==> config.mk <==
export PLATFORM = sky130hd
export DESIGN_NAME = serial_bus_arbiter
export DESIGN_NICKNAME = d
export VERILOG_FILES = /design/src/rtl/serial_bus_arbiter.sv
export SDC_FILE = /design/constraint.sdc
export NUM_CORES = 1
export LEC_CHECK = 0
export ABC_AREA = 1
export CAP_MARGIN = 20
export CORE_ASPECT_RATIO = 0.5
export CORE_UTILIZATION = 47
export DETAILED_ROUTE_END_ITERATION = 16
export MAX_ROUTING_LAYER = met4
export PLACE_DENSITY = 0.86
export SLEW_MARGIN = 10
export SYNTH_ARGS = -nofsm -noshare
export SYNTH_HDL_FRONTEND = slang
export SYNTH_SLANG_ARGS = --single-unit
==> constraint.sdc <==
create_clock -name i_CLK -period 3.07 [get_ports i_CLK]
set_input_delay 0.614 -clock i_CLK [delete_from_list [all_inputs] [get_ports i_CLK]]
set_output_delay 0.614 -clock i_CLK [all_outputs]
set_load 0.005 [all_outputs]
==> src/rtl/serial_bus_arbiter.sv <==
// Round-robin arbiter for four shift-register peripherals sharing one serial
// data line: grants a word, shifts it out MSB first, then strobes that client's latch.
module serial_bus_arbiter #(
  parameter int WIDTH        = 16,
  parameter int LATCH_CYCLES = 1
) (
  input  logic               i_CLK,
  input  logic               i_RESET,
  input  logic [3:0]         i_Req,
  input  logic [4*WIDTH-1:0] i_Data,
  output logic [3:0]         o_Ack,
  output logic [1:0]         o_Grant,
  output logic               o_Busy,
  output logic               o_SerData,
  output logic [3:0]         o_Latch
);

  localparam int CNT_W  = (WIDTH > 1) ? $clog2(WIDTH) : 1;
  localparam int LCNT_W = (LATCH_CYCLES > 1) ? $clog2(LATCH_CYCLES) : 1;

  typedef enum logic [1:0] {IDLE, SHIFT, LATCH} state_t;

  state_t              state_p0, state_nxt;
  logic [1:0]          last_p0;
  logic [1:0]          grant_p0;
  logic [WIDTH-1:0]    shreg_p0;
  logic [CNT_W-1:0]    bit_cnt_p0;
  logic [LCNT_W-1:0]   lat_cnt_p0;
  logic                ser_p0;

  logic [1:0]          sel;
  logic                grant_en;
  logic [3:0]          ack;
  logic [WIDTH-1:0]    word_sel;

  // First requester after the last served client, wrapping so it comes last.
  function automatic logic [1:0] rr_pick(input logic [3:0] req, input logic [1:0] last);
    logic [1:0] k;
    rr_pick = last;
    for (int i = 4; i >= 1; i--) begin
      k = last + 2'(i);
      if (req[k]) rr_pick = k;
    end
  endfunction

  always_ff @(posedge i_CLK or posedge i_RESET) begin
    if (i_RESET) state_p0 <= IDLE;
    else         state_p0 <= state_nxt;
  end

  always_comb begin
    state_nxt = state_p0;
    grant_en  = 1'b0;
    ack       = 4'b0000;
    sel       = rr_pick(i_Req, last_p0);
    word_sel  = i_Data[sel*WIDTH +: WIDTH];
    case (state_p0)
      IDLE: begin
        if (|i_Req) begin
          grant_en  = 1'b1;
          ack       = 4'b0001 << sel;
          state_nxt = SHIFT;
        end
      end
      SHIFT: if (bit_cnt_p0 == '0) state_nxt = LATCH;
      LATCH: if (lat_cnt_p0 == '0) state_nxt = IDLE;
      default: state_nxt = IDLE;
    endcase
  end

  // Capture on grant; ser_p0 already holds the MSB when SHIFT starts.
  always_ff @(posedge i_CLK or posedge i_RESET) begin
    if (i_RESET) begin
      last_p0    <= 2'd3;
      grant_p0   <= 2'd0;
      shreg_p0   <= '0;
      bit_cnt_p0 <= '0;
      lat_cnt_p0 <= '0;
      ser_p0     <= 1'b0;
    end else begin
      case (state_p0)
        IDLE: begin
          if (grant_en) begin
            shreg_p0   <= {word_sel[WIDTH-2:0], 1'b0};
            ser_p0     <= word_sel[WIDTH-1];
            grant_p0   <= sel;
            last_p0    <= sel;
            bit_cnt_p0 <= CNT_W'(WIDTH - 1);
          end
        end
        SHIFT: begin
          if (bit_cnt_p0 != '0) begin
            ser_p0     <= shreg_p0[WIDTH-1];
            shreg_p0   <= {shreg_p0[WIDTH-2:0], 1'b0};
            bit_cnt_p0 <= bit_cnt_p0 - 1'b1;
          end else begin
            ser_p0     <= 1'b0;
            lat_cnt_p0 <= LCNT_W'(LATCH_CYCLES - 1);
          end
        end
        LATCH: begin
          if (lat_cnt_p0 != '0) lat_cnt_p0 <= lat_cnt_p0 - 1'b1;
        end
        default: ser_p0 <= 1'b0;
      endcase
    end
  end

  // Ack is suppressed while reset is held so no client is acked into a cleared block.
  assign o_Ack     = i_RESET ? 4'b0000 : ack;
  assign o_Grant   = grant_p0;
  assign o_Busy    = (state_p0 != IDLE);
  assign o_SerData = ser_p0;
  assign o_Latch   = (state_p0 == LATCH) ? (4'b0001 << grant_p0) : 4'b0000;

endmodule
# Yosys cells after proc, flatten, opt, wreduce, memory -nomap -nowiden

Cells that the tools add are included.

Logic and storage cells: 70
RAM bits: 0
Register bits after elaboration: 28
Bits in read-only memories: 0
Memories kept: 0
Latch bits: 0

Div/mod/pow operators: 0
Add/subtract/negate cells: 5
$mul: 0
Shift operators: 3
Bitwise operators: 1
Reduce and logical (&&, ||, !) cells: 12
Muxes and demuxes: 31
$lt $le $gt $ge: 3
Eq/ne operators: 8

Operator list:

| kind                                                                          | count |
|---|---|
| 64-bit by 7-bit variable part select with 16-bit output                       | 1 |
| 16-bit 2-to-1 mux                                                             | 2 |
| 16-bit one-hot mux with 2 select lines                                        | 1 |
| 4-bit 2-to-1 mux                                                              | 6 |
| 2-bit 2-to-1 mux                                                              | 6 |
| 2-bit != test (second input constant)                                         | 6 |
| 2-bit by 3-bit less-than comparator with 1-bit output (second input constant) | 3 |
| 1-bit 2-to-1 mux                                                              | 9 |
| 4-bit one-hot mux with 2 select lines                                         | 1 |
| 1-bit by 2-bit << shifter with 4-bit output (first input constant)            | 2 |
| 1-bit binary-select mux with 2-bit select                                     | 3 |
| 2-bit one-hot mux with 3 select lines                                         | 1 |
| 2-bit AND reduction                                                           | 3 |
| 3-bit AND reduction                                                           | 2 |
| 2-bit nonzero test                                                            | 3 |
| 2-bit adder (second input constant)                                           | 2 |
| 4-bit zero test                                                               | 1 |
| 4-bit nonzero test                                                            | 1 |
| 4-bit OR reduction                                                            | 1 |
| 4-bit by 1-bit subtractor with 4-bit output (second input constant)           | 1 |
| 1-bit one-hot mux with 3 select lines                                         | 1 |
| 2-bit by 1-bit adder with 2-bit output (second input constant)                | 1 |
| 2-bit by 1-bit equality test with 1-bit output (second input constant)        | 1 |
| 2-bit equality test (second input constant)                                   | 1 |
| 4 further kinds                                                               | 4 |

# Longest topological paths before layout

Word-level depth: 10
Depth in mapped cells: 18
Mapped depth without buffers: 17

# Worst setup path before layout

Ideal clock, no wire load.

Path type: register -> output
Start: register last_p0[0]
End: output o_Ack[0]
Stages on the path, launching flop included: 13
Required time: 2.456 ns
Slack: 0.804 ns
Arrival: 1.652 ns
Path buffers: 2
Cell sequence: dfstp_2 > buf_6 > inv_4 > nand2_2 > nand2_2 > nand2_2 > nand2_2 > a31oi_1 > nand2_1 > nand2_4 > inv_2 > buf_2 > nor3_1

Cells in the longest elaborated chain, start to end: 10
Elaborated cells between the ends (all ways): 16
Classes of those cells: add/sub (3); shift (1); mux (12)

Ends and longest elaborated chain:

| item                                            | line | source |
|---|---|---|
| start, declared                                 | 24   | `logic [1:0] last_p0;` |
| start signal, assigned                          | 87   | `last_p0 <= sel;` |
| 2-bit adder                                     | 41   | `k = last + 2'(i);` |
| 1-bit binary-select mux with 2-bit select       | 42   | `if (req[k]) rr_pick = k;` |
| 1-bit 2-to-1 mux (not written as such)          | 42   |  |
| 2-bit 2-to-1 mux (2 in a row)                   | 42   |  |
| 2-bit 2-to-1 mux (*)                            | 42   |  |
| 1-bit by 2-bit << shifter with 4-bit output (*) | 61   | `ack = 4'b0001 << sel;` |
| 4-bit 2-to-1 mux (*)                            | 59   | `if (\|i_Req) begin` |
| 4-bit 2-to-1 mux (*)                            | 57   | `case (state_p0)` |
| 4-bit 2-to-1 mux (*)                            | 110  | `assign o_Ack = i_RESET ? 4'b0000 : ack;` |
| end, declared                                   | 11   | `output logic [3:0] o_Ack,` |

Mark *: on every way between the ends. The rest lies on a longest branch, timed or not. The select of a mux whose other input is x is not followed.

# Worst setup path after layout

Start: input i_Req[1]
End: output o_Ack[1]

Cells in the longest elaborated chain, start to end: 9
Elaborated cells between the ends (all ways): 14
Classes of those cells: shift (1); mux (12); reduce/logical (1)

Ends and longest elaborated chain:

| item                                        | line | source |
|---|---|---|
| start, declared                             | 9    | `input logic [3:0] i_Req,` |
| 1-bit binary-select mux with 2-bit select   | 42   |  |
| 1-bit 2-to-1 mux (not written as such)      | 42   |  |
| 2-bit 2-to-1 mux (3 in a row)               | 42   |  |
| 1-bit by 2-bit << shifter with 4-bit output | 61   |  |
| 4-bit 2-to-1 mux (*)                        | 59   |  |
| 4-bit 2-to-1 mux (*)                        | 57   |  |
| 4-bit 2-to-1 mux (*)                        | 110  |  |

Marked as above.

==> run metrics <==
critical path's top delay family=buffers and inverters; CTS tree=built; 1st-iter DRT viols=98; Period minus WS final=2.893 ns; RePlAce Congestion=between 0.8 and 0.9; Top FF cell, synth=dfrtp_1; Die ar.=4592 sq um; layout cell share with drive strength beyond 1=8.654%; first-pass GRT wire length=between 9 and 10 mm; largest family of logic cells by synthesized area=simple AND/OR/NAND/NOR gates; # DRC=0; Nets=about 490; peak supply drop=584.1 uV; mux share of post-synthesis cell area=0%; Syn Nets=roughly 410; Max Cap Viol=0; cts bufs inserted=3; Post-synth EDFFs=0; Final Hold Vio Count=0; Synth top cells by count=nand2_1, nand3_1, nor2_1; initial antenna violation count=0; Std-Cell Rows=16; top cells by area, synth=dfrtp_1, nand2_1, nand3_1, nor2_1, inv_1; Arrival @ worst endpoint=2.28 ns; post-synthesis adder-cell area fraction=less than 1%; Synth Area per Inst=6.047 sq um; Layout Area Growth over Synthesis=47.00%; Mapped Cells=~340; Synth Warn #=0; critical path, cell by cell=clkdlybuf4s50_1 -> inv_1 -> o21ai_2 -> nand2_1 -> nand2_1 -> nand2_1 -> nand2_1 -> nand2_2 -> nand2_4 -> inv_2 -> nor3_1 -> dlygate4sd2_1; Fin Setup TNS=0 ns; CP Capture Type=output port; top cell type's share of synthesized area=between 20 and 30%; XOR/XNOR share of the synthesized area=0%; LEAKAGE=roughly 1.5 nW; CP required=~2.5 ns; Synth Area in Simple Gates=a little over half; number of global-route vias before repair=~2.3k; Die Ht=approximately 48 microns; Port Buf Inserts=81; Detailed Route WL=between 5 and 6 mm; Initial Util=between 50% and 60%; ANT cells=0; Seq/Total Area, Yosys=between 30% and 40%; GRT overflow=0; post-synthesis compound-gate area fraction=4.015%; Slew Limit Fails=0; maximum clock frequency=345.7 MHz; clock latency on the worst-skew pair=around 0.27 ns; Slew HR=between 70 and 80%; final hold slack=between 0.4 and 0.5 ns; dpl hpwl=approximately 4.3 mm; status=finished clean; CTS H-tree lvls=1; vias per cell=approximately 5.1; Synth area leader=dfrtp_1; Max Root-Sink Buffers=2; core box area=4024 sq um; synthesis-stage register bit count=26; routed len/inst=12.08 microns; Setup Fix Bufs, Post-CTS=0; max incr delay on CP=roughly 0.48 ns; power per cell area=between 1000 and 1500 nW/um^2; actual slew at the worst max-slew pin=0.3210 ns; Ports=a little over 80; Overall Power=3.464 mW; Clock Sinks=26; Worst-path clk slew=0.09 ns; ANT nets after route=0; Crit Path Max Fanout=5; CP startpoint kind=input pin; Global Route Usage Sum=a little over a quarter; overall die width=between 90 and 100 microns; type of the tightest min-delay check=reg -> reg; via count=2383; Setup violations, final=0; most frequent cell after synthesis=nand2_1; RSZ-0062 raised after global routing=false; Distinct cells, synth=28; Clock Root Buffer=clkbuf_8; most frequent CP cell=nand2_1; critical path type=in -> out; Slowest-stage cell, CP=clkdlybuf4s50_1; largest net degree at the start of global routing=31; fraction of registers with async set/reset=100.0%; TritonRoute pass-1 iters=4; Post-Syn Area=2026 sq um; Max Clock Skew=between 0.007 and 0.008 ns; crit path buf inv count=4; final worst path period share=a little over nine tenths
==> what timing repair did <==
item | in CTS | in global routing
hold buffers | 0 | 0
pin swaps | 0 | 0
resized for setup | 2 | 3
setup endpoints to repair | 2 | 2
==> flip-flops by register name, summed over array words and instances, names as in the netlist <==
name        flops
o_SerData       1
shreg_p0       15
o_Grant         2
bit_cnt_p0      4
last_p0         2
state_p0        2
==> kinds of logic (layout without fill, tap and decap cells) <==
kind of cell	Yosys count	after routing
DFF	26	26
and+or+nand+nor	250	250
adders and majority gates	1	1
buffers and inverters	43	124
AOI/OAI and AO/OA	15	15
==> cell usage in the layout, fill, tap and decap left out, types with 2 or more instances in the layout <==
cell type / n
dlygate4sd2_1: 2
clkbuf_8: 3
nand4_1: 12
nor3_1: 10
dfrtp_1: 24
nand2_1: 149
dlymetal6s2s_1: 2
nor2_1: 32
a21oi_1: 2
buf_4: 13
o21ai_0: 7
a31oi_1: 2
nand2_2: 6
nand3_1: 33
nand2_4: 2
inv_1: 22
dfstp_2: 2
clkdlybuf4s50_1: 77
o21ai_1: 3
inv_2: 3
==> per-layer routing <==
metal  GRT usage [%]  share of wire [%]  up-vias
met1           29.40                 42     1082
met5               -                  0        -
met4           7.323                2.0        0
met3           3.616                3.4       16
li1                -                  -     1218
met2           51.08                 53       67
==> metrics by stage <==
| step | worst slack, ns | utilization, % | cells | instance area (sq um) |
|---|---|---|---|---|
| 3_5_place_dp | -0.07802 | 72.05 | 466 | 2899 |
| 6_report | 0.1772 | 74.01 | 470 | 2978 |
| 3_3_place_gp | 0.01698 | 72.05 | 466 | 2899 |
| 4_1_cts | 0.01234 | 73.76 | 470 | 2968 |
| 2_1_floorplan | 0.8039 | - | 335 | 2026 |
| 5_1_grt | 0.09854 | 74.01 | 470 | 2978 |
==> worst register-to-register path, cell delays in order (launching register included) <==
cell     delay, ns
dfstp_2       0.66
inv_4         0.09
nand2_1       0.08
nand2_1       0.07
nand2_1       0.08
nand2_2       0.07
a31oi_1       0.15
nand2_1       0.11
nand2_4       0.09
buf_4         0.30
nor2_1        0.13
nand2_1       0.07
nand2_1       0.04
o21ai_1       0.15
nand2_1       0.07
==> power breakdown <==
part / leakage, nW / internal [mW] / switching [mW] / total [mW]
clock: 0.0357 / 0.175 / 0.110 / 0.285
combinational: 1.16 / 0.925 / 1.61 / 2.53
sequential: 0.304 / 0.531 / 0.115 / 0.646
total: 1.50 / 1.63 / 1.83 / 3.46
==> area by class of cell <==
type                       count  area, sq um
tap                           54        67.56
sequential                    26        653.1
clock inverter                 1        30.03
clock buffer                   3        41.29
timing repair buffer          94        910.9
inverter                      26        100.1
fill                         327         1046
multi-input combinational    266         1175
==> worst paths after layout <==
path / slack, ns / endpoint / depth (start not counted) / startpoint
hold / removal: 0.49 / o_SerData / 2 / o_SerData
setup / recovery: 0.18 / o_Ack[1] / 12 / i_Req[1]
min in group asynchronous: 0.73 / shreg_p0[3] / 3 / i_RESET
max in group asynchronous: 2.04 / last_p0[0] / 3 / i_RESET
setup reg to reg: 0.79 / shreg_p0[3] / 14 / last_p0[0]
hold reg to reg: 0.49 / o_SerData / 2 / o_SerData
No activity file was read; power rests on OpenSTA's default activity.
